===== src/rtl/serializer_pkg.sv =====
// rtl/serializer_pkg.sv - shared state encoding and default word width for the stream serializer
//
// Purpose : common definitions imported by stream_serializer and serializer_parity.
// Contents: DEFAULT_WIDTH  - default number of data bits per word
//           state_t        - serializer state encoding (IDLE, SHIFT, PAR)
//           PAR is only ever entered when SERIALIZER_PARITY_EN is defined.
package serializer_pkg;

   localparam int DEFAULT_WIDTH = 8;

   typedef enum logic [1:0] {
      IDLE  = 2'd0,
      SHIFT = 2'd1,
      PAR   = 2'd2
   } state_t;

endpackage


===== src/rtl/serializer_parity.sv =====
// rtl/serializer_parity.sv - even-parity XOR reduction of one parallel word
//
// Purpose : produces the bit that makes the total count of ones (word + bit) even.
// Ports   : data   in  [WIDTH-1:0]  word to reduce
//           parity out 1            XOR of all bits of data
// Only instantiated by stream_serializer when SERIALIZER_PARITY_EN is defined.
module serializer_parity
   import serializer_pkg::*;
#(
   parameter int WIDTH = DEFAULT_WIDTH
) (
   input  logic [WIDTH-1:0] data,
   output logic             parity
);

   assign parity = ^data;

endmodule


===== src/rtl/stream_serializer.sv =====
// rtl/stream_serializer.sv - parallel-to-serial word shifter with valid/ready input handshake
//
// Purpose : accepts a WIDTH-bit word on a valid/ready handshake and drives it one bit
//           per clock on stream_out, optionally followed by an even-parity bit.
// Params  : WIDTH      data bits per word (2..32)
//           LSB_FIRST  0 = MSB first, 1 = LSB first
// Macro   : SERIALIZER_PARITY_EN - when defined, appends one even-parity bit per word
// Ports   : clk        in   clock, rising edge
//           reset      in   asynchronous active-high reset
//           in_data    in   [WIDTH-1:0] word to serialize
//           in_valid   in   in_data holds a word
//           in_ready   out  word accepted this cycle if in_valid (combinational)
//           stream_out out  registered serial bit stream, 0 while idle
//           busy       out  high while a word or its parity bit is on stream_out
//           word_done  out  high during the cycle the final bit of a word is driven
module stream_serializer
   import serializer_pkg::*;
#(
   parameter int WIDTH     = DEFAULT_WIDTH,
   parameter int LSB_FIRST = 0
) (
   input  logic             clk,
   input  logic             reset,
   input  logic [WIDTH-1:0] in_data,
   input  logic             in_valid,
   output logic             in_ready,
   output logic             stream_out,
   output logic             busy,
   output logic             word_done
);

   localparam int               CNT_W    = (WIDTH > 1) ? $clog2(WIDTH) : 1;
   localparam logic [CNT_W-1:0] LAST_CNT = CNT_W'(WIDTH - 1);
`ifndef SERIALIZER_PARITY_EN
   localparam logic [CNT_W-1:0] PENULT_CNT = CNT_W'(WIDTH - 2);
`endif

   state_t           state;
   logic [CNT_W-1:0] bit_cnt;     // index of the data bit currently on stream_out
   logic [WIDTH-1:0] shreg;       // captured word, shifted so the current bit sits at the head
   logic [WIDTH-1:0] shreg_next;
   logic             at_last;
   logic             accept;

   // Head of the shift register is the bit to send next for the chosen bit order.
   function automatic logic head_bit(input logic [WIDTH-1:0] w);
      return (LSB_FIRST != 0) ? w[0] : w[WIDTH-1];
   endfunction

   assign shreg_next = (LSB_FIRST != 0) ? (shreg >> 1) : (shreg << 1);
   assign at_last    = (state == SHIFT) && (bit_cnt == LAST_CNT);

`ifdef SERIALIZER_PARITY_EN
   logic par_bit;     // parity of the word in flight, captured at accept
   logic in_parity;

   serializer_parity #(
      .WIDTH (WIDTH)
   ) u_parity (
      .data   (in_data),
      .parity (in_parity)
   );

   // The parity cycle is the last one of a word, so the next word is taken there.
   assign in_ready = !reset && ((state == IDLE) || (state == PAR));
`else
   // Taking the next word during the last data bit keeps the stream gap-free.
   assign in_ready = !reset && ((state == IDLE) || at_last);
`endif

   assign accept = in_valid && in_ready;
   assign busy   = (state != IDLE);

   always_ff @(posedge clk or posedge reset) begin
      if (reset) begin
         state      <= IDLE;
         bit_cnt    <= '0;
         shreg      <= '0;
         stream_out <= 1'b0;
         word_done  <= 1'b0;
`ifdef SERIALIZER_PARITY_EN
         par_bit    <= 1'b0;
`endif
      end else begin
         word_done <= 1'b0;
         if (accept) begin
            // First bit goes out in the very next cycle; the rest follow from shreg.
            state      <= SHIFT;
            bit_cnt    <= '0;
            shreg      <= in_data;
            stream_out <= head_bit(in_data);
`ifdef SERIALIZER_PARITY_EN
            par_bit    <= in_parity;
`endif
         end else begin
            case (state)
               SHIFT: begin
                  if (bit_cnt != LAST_CNT) begin
                     bit_cnt    <= bit_cnt + 1'b1;
                     shreg      <= shreg_next;
                     stream_out <= head_bit(shreg_next);
`ifndef SERIALIZER_PARITY_EN
                     // Registered, so raise it one cycle ahead of the last data bit.
                     word_done  <= (bit_cnt == PENULT_CNT);
`endif
                  end else begin
`ifdef SERIALIZER_PARITY_EN
                     state      <= PAR;
                     stream_out <= par_bit;
                     word_done  <= 1'b1;
`else
                     state      <= IDLE;
                     stream_out <= 1'b0;
`endif
                  end
               end
`ifdef SERIALIZER_PARITY_EN
               PAR: begin
                  state      <= IDLE;
                  stream_out <= 1'b0;
               end
`endif
               default: begin
                  state      <= IDLE;
                  stream_out <= 1'b0;
               end
            endcase
         end
      end
   end

endmodule


===== config.mk =====
export PLATFORM = sky130hd
export DESIGN_NAME = stream_serializer
export DESIGN_NICKNAME = d
export VERILOG_FILES = /design/src/rtl/serializer_pkg.sv /design/src/rtl/serializer_parity.sv /design/src/rtl/stream_serializer.sv
export SDC_FILE = /design/constraint.sdc
export NUM_CORES = 1
export LEC_CHECK = 0
export ABC_AREA = 1
export BUFFER_PORTS_ARGS = -buffer_cell sky130_fd_sc_hd__clkbuf_2
export CAP_MARGIN = 30
export CELL_PAD_IN_SITES_DETAIL_PLACEMENT = 2
export CELL_PAD_IN_SITES_GLOBAL_PLACEMENT = 2
export CORE_MARGIN = 4
export CORE_UTILIZATION = 32
export DETAILED_ROUTE_END_ITERATION = 10
export HOLD_SLACK_MARGIN = 0.03
export PLACE_DENSITY_LB_ADDON = 0.3
export SKIP_LAST_GASP = 1
export SYNTH_ARGS = -nofsm -noshare
export SYNTH_HDL_FRONTEND = slang
export SYNTH_SLANG_ARGS = --single-unit

===== constraint.sdc =====
create_clock -name clk -period 2 [get_ports clk]
set_input_delay 0 -clock clk [delete_from_list [all_inputs] [get_ports clk]]
set_output_delay 0 -clock clk [all_outputs]
set_load 0.03 [all_outputs]

==> flow_metrics.py, run 1 <==
metrics = {
    "outcome": {
        "status": "finished clean",
    },
    "drt": {
        "vias": 603,
        "firstDrtPassIters": 2,
        "post_drt_wl_per_cell_um": 15.02,
        "drcViolationCount": 0,
        "drtIter0Drc": 1,
        "via_per_inst": 4.902,
        "wl_um": 1848,
        "ant_nets": 0,
    },
    "clock_tree": {
        "cts_resized": 0,
        "cts-buffers-inserted": 3,
        "cts_tree": "yes",
        "clk_pin_slew_ps": 80,
        "clk_latency_ps": 280,
        "cts_root_buffer": "clkbuf_4",
        "clockBufferDepth": 2,
        "cts.sinks": 13,
        "htree_num_levels": 1,
    },
    "floorplanning": {
        "dieArea_sq_um": 2841,
        "dieHeight_um": 53.31,
        "initial_core_util_pct": 33.48,
        "core_sq_um": 1962,
        "die_x_um": 53.31,
        "io_pins": 15,
        "core.rowCount": 16,
    },
    "setup_path": {
        "endpoint_kind": "output pin",
        "rr_endpoint": "shreg[4]$_DFFE_PP0P_",
        "crit_fanout": 7,
        "path_cells": "ha_1, ha_1, nor2_2, nor2_1, clkbuf_2",
        "reg2reg_setup_slack_ps": 470,
        "arrival_ps": 1670,
        "critical-path-top-delay-family": "adder cells",
        "crit_buf_inv": 1,
        "worst_path_max_delay_cell": "dfrtp_1",
        "reg2reg_depth": 7,
        "crit_top_cell": "ha_1",
        "worst_setup_path_start_kind": "register",
        "crit_type": "reg -> out",
        "required_ps": 2000,
        "slowest_delay_ps": 410,
        "r2r-start": "bit_cnt[0]$_DFFE_PP0P_",
    },
    "power": {
        "ir_drop_mv": 0.4072,
        "totalPowerFinal_mw": 1.111,
        "leakage_nw": 0.4384,
        "pwr_density_cell_nw_per_um2": 1291,
    },
    "layout": {
        "antenna_cells": 0,
        "seq_area_sq_um": 325.3,
        "drive_gt1_share_pct": 22.92,
        "finalNetCount": 111,
        "area_growth_pct": 31.05,
        "multi_input_area_sq_um": 277.8,
        "n_fill_cell": 245,
    },
    "synth": {
        "synthTopCellsByCount": "nand2_1 (16), dfrtp_1 (13), nand3_1 (11), nand4_1 (6), o211ai_1 (6)",
        "synth_async_sr_flop_share_pct": 100.0,
        "synth.distinct_cells": 16,
        "synth-seq-cells": 13,
        "yosys_warnings": 0,
        "synth_cells": 71,
        "synth_top_area_share_pct": 49.52,
        "synth_edf_count": 0,
        "yosysMostFrequentCell": "nand2_1",
        "syn_area_sq_um": 656.9,
        "yosys.area.top_type": "dfrtp_1",
        "synth.yosys.seq_area_share_pct": 49.52,
        "synthFlopType": "dfrtp_1",
        "avgSynthCellArea_sq_um": 9.252,
        "synthesis.nets": 85,
        "synth_area_leaders": "dfrtp_1 (50%), nand2_1 (9.1%), nand3_1 (8.4%)",
    },
    "place": {
        "dp_slack_ps": 534.3,
        "gp_congestion": 0.7027,
        "port_buffers": 14,
        "dp_hpwl_um": 1194,
    },
    "timing": {
        "fin_ws_ps": 333.5,
        "maxSlewViolCount": 0,
        "fin_crit_sh_pct": 83.33,
        "tightest_slew_ps": 428.2,
        "finalSetupTns_ps": 0,
        "fmax_mhz": 600.1,
        "max-slew-margin-rel_pct": 71.41,
        "rsz0062_at_grt": "false",
        "fin_crit_ps": 1667,
        "finClkSkew_ps": 1.461,
        "setup_violations": 0,
        "final_hold_viol_count": 0,
    },
    "hold_path": {
        "hold_class": "in -> reg",
        "hp-start": "in_valid",
        "min_to": "shreg[0]$_DFFE_PP0P_",
        "whs_path_depth": 3,
    },
    "global_routing": {
        "grt_max_degree": 21,
        "grt_pass1_vias": 647,
        "grt_pass1_wl_um": 3153,
        "overflow": 0,
        "grt_usage_pct": 15.99,
        "antenna_found_initial": 0,
    },
    "flow_run": {
        "drv_cap": 0,
    },
}
## power breakdown
group | leakage [nW] | internal [mW] | switching [mW] | total, mW
clock | 0.0150 | 0.0774 | 0.0883 | 0.166
combinational | 0.257 | 0.185 | 0.319 | 0.504
sequential | 0.167 | 0.373 | 0.0686 | 0.442
total | 0.438 | 0.635 | 0.476 | 1.11
## routing by layer
layer / routed length [um] / GRT usage [%] / vias to the layer above / part of all wire (%)
met5: 0 / 0 / - / 0
met4: 25 / 7.660 / 0 / 1.4
met3: 71 / 2.535 / 4 / 3.8
met2: 874 / 24.69 / 11 / 47
met1: 876 / 21.37 / 293 / 47
li1: - / - / 295 / -
## layout by cell type, fill, tap and decap left out
master         Yosys  final
dlygate4sd3_1      0      9
or2_0              1      1
clkbuf_4           0      3
o211ai_1           6      6
clkbuf_2           0     14
nand4_1            6      6
nand2_1           16     16
nand3_4            1      1
nor2_1             2      2
clkbuf_1           0      1
nor2_2             1      1
buf_4              2      2
inv_1              5      5
ha_1               3      3
dfrtp_1           13     13
inv_2              1      1
o21ai_1            1      1
nand3_1           11     11
## worst min-delay path: stages
cell and delay [ps]:
clkbuf_2 190, nand3_1 140, nand2_1 60
## state kept, by name (all words and copies together), names as in the netlist
| register | cells |
|---|---|
| shreg | 7 |
| bit_cnt | 3 |
| state | 1 |
| stream_out | 1 |
| word_done | 1 |
## layout make-up
type	instances	share of cell area (%)
Sequential cell	13	37.79
Multi-Input combinational cell	48	32.27
Timing Repair Buffer	25	20.35
Tap cell	27	3.924
Clock buffer	4	3.052
Inverter	6	2.616
## kinds of logic after synthesis
group	count (synthesis)	synth area share, %
AND/OR/NAND/NOR	38	28.96
buffers and inverters	10	8.189
AO/OA/AOI/OAI	7	7.618
flip-flops	13	49.52
adder cells (fa/ha/maj)	3	5.715
## metrics by stage
stage / area [sq um] / hold WS, ps / std cells / utilization, %
final: 860.8 / 147.2 / 123 / 43.88
after global routing: 860.8 / 136.3 / 123 / 43.88
after CTS: 860.8 / 114.8 / 123 / 43.88
after detailed placement: 744.5 / 120.1 / 110 / 37.95
after global placement: 744.5 / 114.4 / 110 / 37.95
after floorplan: 656.9 / 10.59 / 71 / -
## how the worst max path moves through the flow
stage	start	cells past startpoint	endpoint	slack, ps
after floorplan	bit_cnt[0]$_DFFE_PP0P_	6	shreg[0]$_DFFE_PP0P_	500
after global placement	bit_cnt[1]$_DFFE_PP0P_	8	shreg[0]$_DFFE_PP0P_	580
after detailed placement	bit_cnt[1]$_DFFE_PP0P_	8	bit_cnt[1]$_DFFE_PP0P_	530
after CTS	bit_cnt[0]$_DFFE_PP0P_	5	in_ready	310
after global routing	bit_cnt[0]$_DFFE_PP0P_	5	in_ready	220
final	bit_cnt[0]$_DFFE_PP0P_	5	in_ready	330
## timing repair
item,CTS,global route
hold endpoints to repair,21,0
setup endpoints to repair,0,0
setup buffers,0,0
hold buffers,9,0
Note: power is estimated with default switching activity, not from simulation.
==> run 2: changes to the inputs <==
CORE_UTILIZATION = 30   (was 32)
clock period = 1.6 ns   (was 2 ns; I/O delays follow)
==> run 2 against run 1 <==
  * Clock-buffer cell count unchanged
  * Sequential share of layout area down 0.91 points
  * Global-route usage down 0.75 points
  * Clock power up 27%
  * Die area up 5.7%
  * Register-to-register slack worse by 300 ps
  * Sequential cell count unchanged
  * Non-clock buffer count up 1
  * Final area up 2.5%
  * Wire length down 2.7%
  * Utilization down 0.25 points
  * Setup slack worse by 210 ps
  * Critical path type unchanged
  * Critical endpoint unchanged
==> flow_metrics.py, run 2 (same netlist as run 1, synthesis figures left out) <==
metrics = {
    "layout": {
        "seq_area_sq_um": 325.3,
        "final_common_cell": "nand2_1",
        "area_growth_pct": 34.29,
        "utilization_pct": 43.63,
        "largest_register": "shreg",
        "antenna_cells": 0,
        "layout_common_cells": "nand2_1 (16), dfrtp_1 (13), clkbuf_2 (13)",
        "n_fill_cell": 232,
        "postLayoutCellArea_sq_um": 882.1,
        "drive_gt1_share_pct": 24.74,
        "finalNetCount": 112,
        "reg_top3": "shreg (7), bit_cnt (3)",
        "largest_reg_flops": 7,
        "multi_input_area_sq_um": 285.3,
    },
    "setup_path": {
        "arrival_ps": 1480,
        "required_ps": 1600,
        "endpoint_kind": "output pin",
        "reg2reg_setup_slack_ps": 170,
        "worst_setup_path_start_kind": "register",
        "crit_type": "reg -> out",
        "crit_fanout": 3,
    },
    "clock_tree": {
        "htree_num_levels": 1,
        "clockBufferDepth": 2,
        "cts.sinks": 13,
        "clk_latency_ps": 280,
        "cts_root_buffer": "clkbuf_4",
        "cts-buffers-inserted": 3,
        "cts_setup_buffers": 0,
        "cts_tree": "yes",
        "clk_pin_slew_ps": 80,
    },
    "drt": {
        "firstDrtPassIters": 2,
        "drtIter0Drc": 7,
        "post_drt_wl_per_cell_um": 14.51,
        "drcViolationCount": 0,
        "vias": 617,
        "wl_um": 1799,
        "via_per_inst": 4.976,
        "ant_nets": 0,
    },
    "power": {
        "totalPowerFinal_mw": 1.448,
        "p_sw_uw": 614.6,
        "ir_drop_mv": 0.6011,
        "pwr_density_cell_nw_per_um2": 1641,
        "sw_frac_of_total_pct": 42.46,
        "pwr-share-clk_pct": 14.5,
        "intPower_uw": 833.0,
        "p_seq_share_pct": 37.9,
        "combPwrFrac_pct": 47.6,
        "leakage_nw": 0.4438,
    },
    "global_routing": {
        "antenna_found_initial": 0,
        "grt_max_degree": 21,
        "grt_pass1_wl_um": 3174,
        "grt_usage_pct": 15.24,
        "grt_pass1_vias": 671,
        "overflow": 0,
    },
    "timing": {
        "fmax_mhz": 675.6,
        "rsz0062_at_grt": "true",
        "finClkSkew_ps": 2.740,
        "setup_violations": 0,
        "tightest_slew_ps": 423.5,
        "max-slew-margin-rel_pct": 71.73,
        "fin_crit_sh_pct": 92.51,
        "final_hold_viol_count": 0,
        "finalSetupTns_ps": 0,
        "maxSlewViolCount": 0,
        "fin_crit_ps": 1480,
    },
    "hold_path": {
        "hold_class": "in -> reg",
    },
    "place": {
        "dp_hpwl_um": 1202,
        "port_buffers": 14,
        "dpl_cell_area_sq_um": 752.0,
        "gp_congestion": 0.7129,
    },
    "flow_run": {
        "drv_cap": 0,
    },
    "floorplanning": {
        "die_x_um": 54.80,
        "dieArea_sq_um": 3002,
        "initial_core_util_pct": 32.49,
        "core_sq_um": 2022,
        "dieHeight_um": 54.80,
        "core.rowCount": 16,
        "io_pins": 15,
    },
    "outcome": {
        "status": "finished clean",
    },
}
==> run 2: critical path, stage by stage, from the launching register on <==
cell and delay [ps]:
dfrtp_1 410, ha_1 210, ha_2 190, nor2_4 140, nor2_1 60, clkbuf_4 180
==> run 2: final cells by class <==
type / count / area share [%]
clock buffers: 4 / 2.979
flip-flops and latches: 13 / 36.88
repair buffers: 26 / 21.42
inverters: 6 / 2.553
multi-input cells: 48 / 32.34
well taps: 27 / 3.830
==> run 2: power groups by stage <==
stage	logic [mW]	registers [mW]	clock network (mW)
6_report	0.689	0.549	0.210
5_1_grt	0.784	0.571	0.236
4_1_cts	0.667	0.551	0.224
3_5_place_dp	0.644	0.558	0
3_3_place_gp	0.624	0.553	0
2_1_floorplan	0.417	0.591	0
==> run 2: worst paths after layout <==
check / startpoint / to / cells after the start
max: bit_cnt[0]$_DFFE_PP0P_ / in_ready / 5
min: in_valid / shreg[0]$_DFFE_PP0P_ / 3
max reg2reg: bit_cnt[0]$_DFFE_PP0P_ / bit_cnt[2]$_DFFE_PP0P_ / 8
min reg2reg: shreg[2]$_DFFE_PP0P_ / shreg[3]$_DFFE_PP0P_ / 2
max in group asynchronous: reset / bit_cnt[0]$_DFFE_PP0P_ / 3
min in group asynchronous: reset / state[0]$_DFFE_PP0P_ / 3
==> run 2: stage by stage <==
step                      hold slack [ps]  cells  worst slack (ps)
after floorplan                     10.59     71             103.9
after global placement              118.2    111             178.8
after detailed placement            115.5    111             147.6
after CTS                           122.6    124             38.52
after global routing                155.0    124            -10.23
final                               142.1    124             119.8
==> run 2: routing by layer <==
metal / vias to the layer above / global-route usage (%) / share of wire [%]
li1: 298 / - / -
met1: 304 / 18.30 / 45
met2: 12 / 25.20 / 50
met3: 3 / 5.995 / 4.5
met4: 0 / 3.734 / 0.94
met5: - / 0 / 0
==> run 2: what timing repair did <==
item | in CTS | in global routing
hold buffers | 9 | 0
resized for setup | 0 | 5
hold endpoints to repair | 21 | 0
setup endpoints to repair | 0 | 5
==> run 3: changes to the inputs <==
BUFFER_PORTS_ARGS = -buffer_cell sky130_fd_sc_hd__buf_2   (was -buffer_cell sky130_fd_sc_hd__clkbuf_2)
==> run 3 against run 2 <==
  * Sequential power about the same
  * Setup slack got worse by 16 ps
  * Power decreased by 0.21%
  * Register-to-register slack got worse by 20 ps
  * Combinational power about the same
  * Global-route usage increased by 0.35 points
  * Final cell count unchanged
  * Critical endpoint unchanged
  * Highest routed layer is now met3
==> flow_metrics.py, run 3 (same netlist as run 1, synthesis figures left out) <==
metrics = {
    "outcome": {
        "status": "finished clean",
    },
    "setup_path": {
        "endpoint_kind": "output pin",
        "worst_path_max_delay_cell": "dfrtp_1",
        "critical-path-top-delay-family": "adder cells",
        "arrival_ps": 1500,
        "crit_buf_inv": 1,
        "slowest_delay_ps": 400,
        "crit_top_cell": "ha_1",
        "path_cells": "ha_1, ha_1, nor2_4, nor2_1, buf_2",
        "crit_fanout": 3,
        "crit_type": "reg -> out",
        "required_ps": 1600,
        "worst_setup_path_start_kind": "register",
    },
    "drt": {
        "drtIter0Drc": 5,
        "vias": 627,
        "drcViolationCount": 0,
        "via_per_inst": 5.056,
        "wl_um": 1858,
        "ant_nets": 0,
        "firstDrtPassIters": 4,
        "post_drt_wl_per_cell_um": 14.98,
    },
    "floorplanning": {
        "core.rowCount": 16,
        "core_sq_um": 2022,
        "die_x_um": 54.80,
        "initial_core_util_pct": 32.49,
        "io_pins": 15,
        "dieHeight_um": 54.80,
        "dieArea_sq_um": 3002,
    },
    "clock_tree": {
        "cts_setup_buffers": 0,
        "clk_pin_slew_ps": 90,
        "cts_tree": "yes",
        "cts-buffers-inserted": 3,
        "cts_root_buffer": "clkbuf_4",
        "cts.sinks": 13,
        "clockBufferDepth": 2,
        "clk_latency_ps": 270,
        "htree_num_levels": 1,
    },
    "layout": {
        "antenna_cells": 0,
        "largest_reg_flops": 7,
        "drive_gt1_share_pct": 24.74,
        "largest_register": "shreg",
        "n_fill_cell": 244,
        "reg_top3": "shreg (7), bit_cnt (3)",
        "area_growth_pct": 33.71,
        "layout_common_cells": "nand2_1 (16), buf_2 (14), dfrtp_1 (13)",
        "final_common_cell": "nand2_1",
        "finalNetCount": 112,
    },
    "timing": {
        "hold_ws_ps": 43.80,
        "maxSlewViolCount": 0,
        "fin_crit_ps": 1496,
        "max-slew-margin-rel_pct": 79.15,
        "final_hold_viol_count": 0,
        "rsz0062_at_grt": "true",
        "fmax_mhz": 668.5,
        "fin_crit_sh_pct": 93.50,
        "tightest_slew_ps": 312.3,
        "fin_ws_ps": 104.1,
        "finClkSkew_ps": 6.924,
        "finalSetupTns_ps": 0,
        "setup_violations": 0,
    },
    "hold_path": {
        "hold_class": "in -> reg",
    },
    "power": {
        "intPower_uw": 836.0,
        "combPwrFrac_pct": 47.9,
        "leakage_nw": 0.4468,
        "totalPowerFinal_mw": 1.444,
        "sw_frac_of_total_pct": 42.13,
        "pwr_density_cell_nw_per_um2": 1645,
        "p_seq_share_pct": 37.8,
        "p_sw_uw": 608.5,
        "ir_drop_mv": 0.5913,
        "pwr-share-clk_pct": 14.2,
    },
    "place": {
        "port_buffers": 14,
        "dp_hpwl_um": 1270,
        "gp_congestion": 0.7135,
        "dp_slack_ps": 160.5,
    },
    "global_routing": {
        "overflow": 0,
        "grt_usage_pct": 15.59,
        "grt_pass1_vias": 727,
        "grt_pass1_wl_um": 3305,
        "grt_max_degree": 21,
        "antenna_found_initial": 0,
    },
    "flow_run": {
        "drv_cap": 0,
    },
}
-- run 3: worst paths after layout --
path / start / end / slack, ps / cells after the start
max reg2reg: bit_cnt[1]$_DFFE_PP0P_ / shreg[0]$_DFFE_PP0P_ / 150 / 8
max: bit_cnt[0]$_DFFE_PP0P_ / in_ready / 100 / 5
min in group asynchronous: reset / state[0]$_DFFE_PP0P_ / 310 / 3
max in group asynchronous: reset / shreg[1]$_DFFE_PP0P_ / 890 / 4
min reg2reg: shreg[6]$_DFFE_PP0P_ / stream_out$_DFF_PP0_ / 500 / 2
min: in_data[1] / shreg[1]$_DFFE_PP0P_ / 40 / 3
-- run 3: stage by stage --
step	instances	utilization, %	area, sq um
after floorplan	71	-	656.9
after global placement	112	37.56	759.5
after detailed placement	112	37.56	759.5
after CTS	124	42.82	865.8
after global routing	124	43.44	878.3
final	124	43.44	878.3
-- run 3: routing by layer --
| metal | global-route usage [%] | vias to the layer above | wire (um) |
|---|---|---|---|
| li1 | - | 297 | - |
| met1 | 19.14 | 321 | 820 |
| met2 | 27.36 | 9 | 986 |
| met3 | 3.270 | 0 | 52 |
| met4 | 3.734 | 0 | 0 |
| met5 | 0 | - | 0 |
-- run 3: cell type report --
cell class / count / area, sq um / area share [%]
clock buffer: 4 / 26.28 / 2.991
inverter: 6 / 22.52 / 2.564
multi-input combinational: 48 / 282.8 / 32.19
sequential: 13 / 325.3 / 37.04
tap: 27 / 33.78 / 3.846
timing repair buffer: 26 / 187.7 / 21.37
-- run 3: worst min-delay path, cell delays in order --
cell	delay [ps]
buf_2	100
nand4_1	80
nand3_1	80
-- run 3: timing repair --
item	4_1_cts	5_1_grt
hold buffers	8	0
endpoints found under the setup margin	0	3
gates resized for setup	0	3
endpoints found under the hold margin	15	0
-- run 3: power groups by stage --
stage / clock, mW / combinational [mW] / sequential, mW
4_1_cts: 0.215 / 0.667 / 0.546
6_report: 0.206 / 0.692 / 0.547
3_3_place_gp: 0 / 0.620 / 0.551
2_1_floorplan: 0 / 0.417 / 0.591
3_5_place_dp: 0 / 0.647 / 0.553
5_1_grt: 0.236 / 0.785 / 0.568
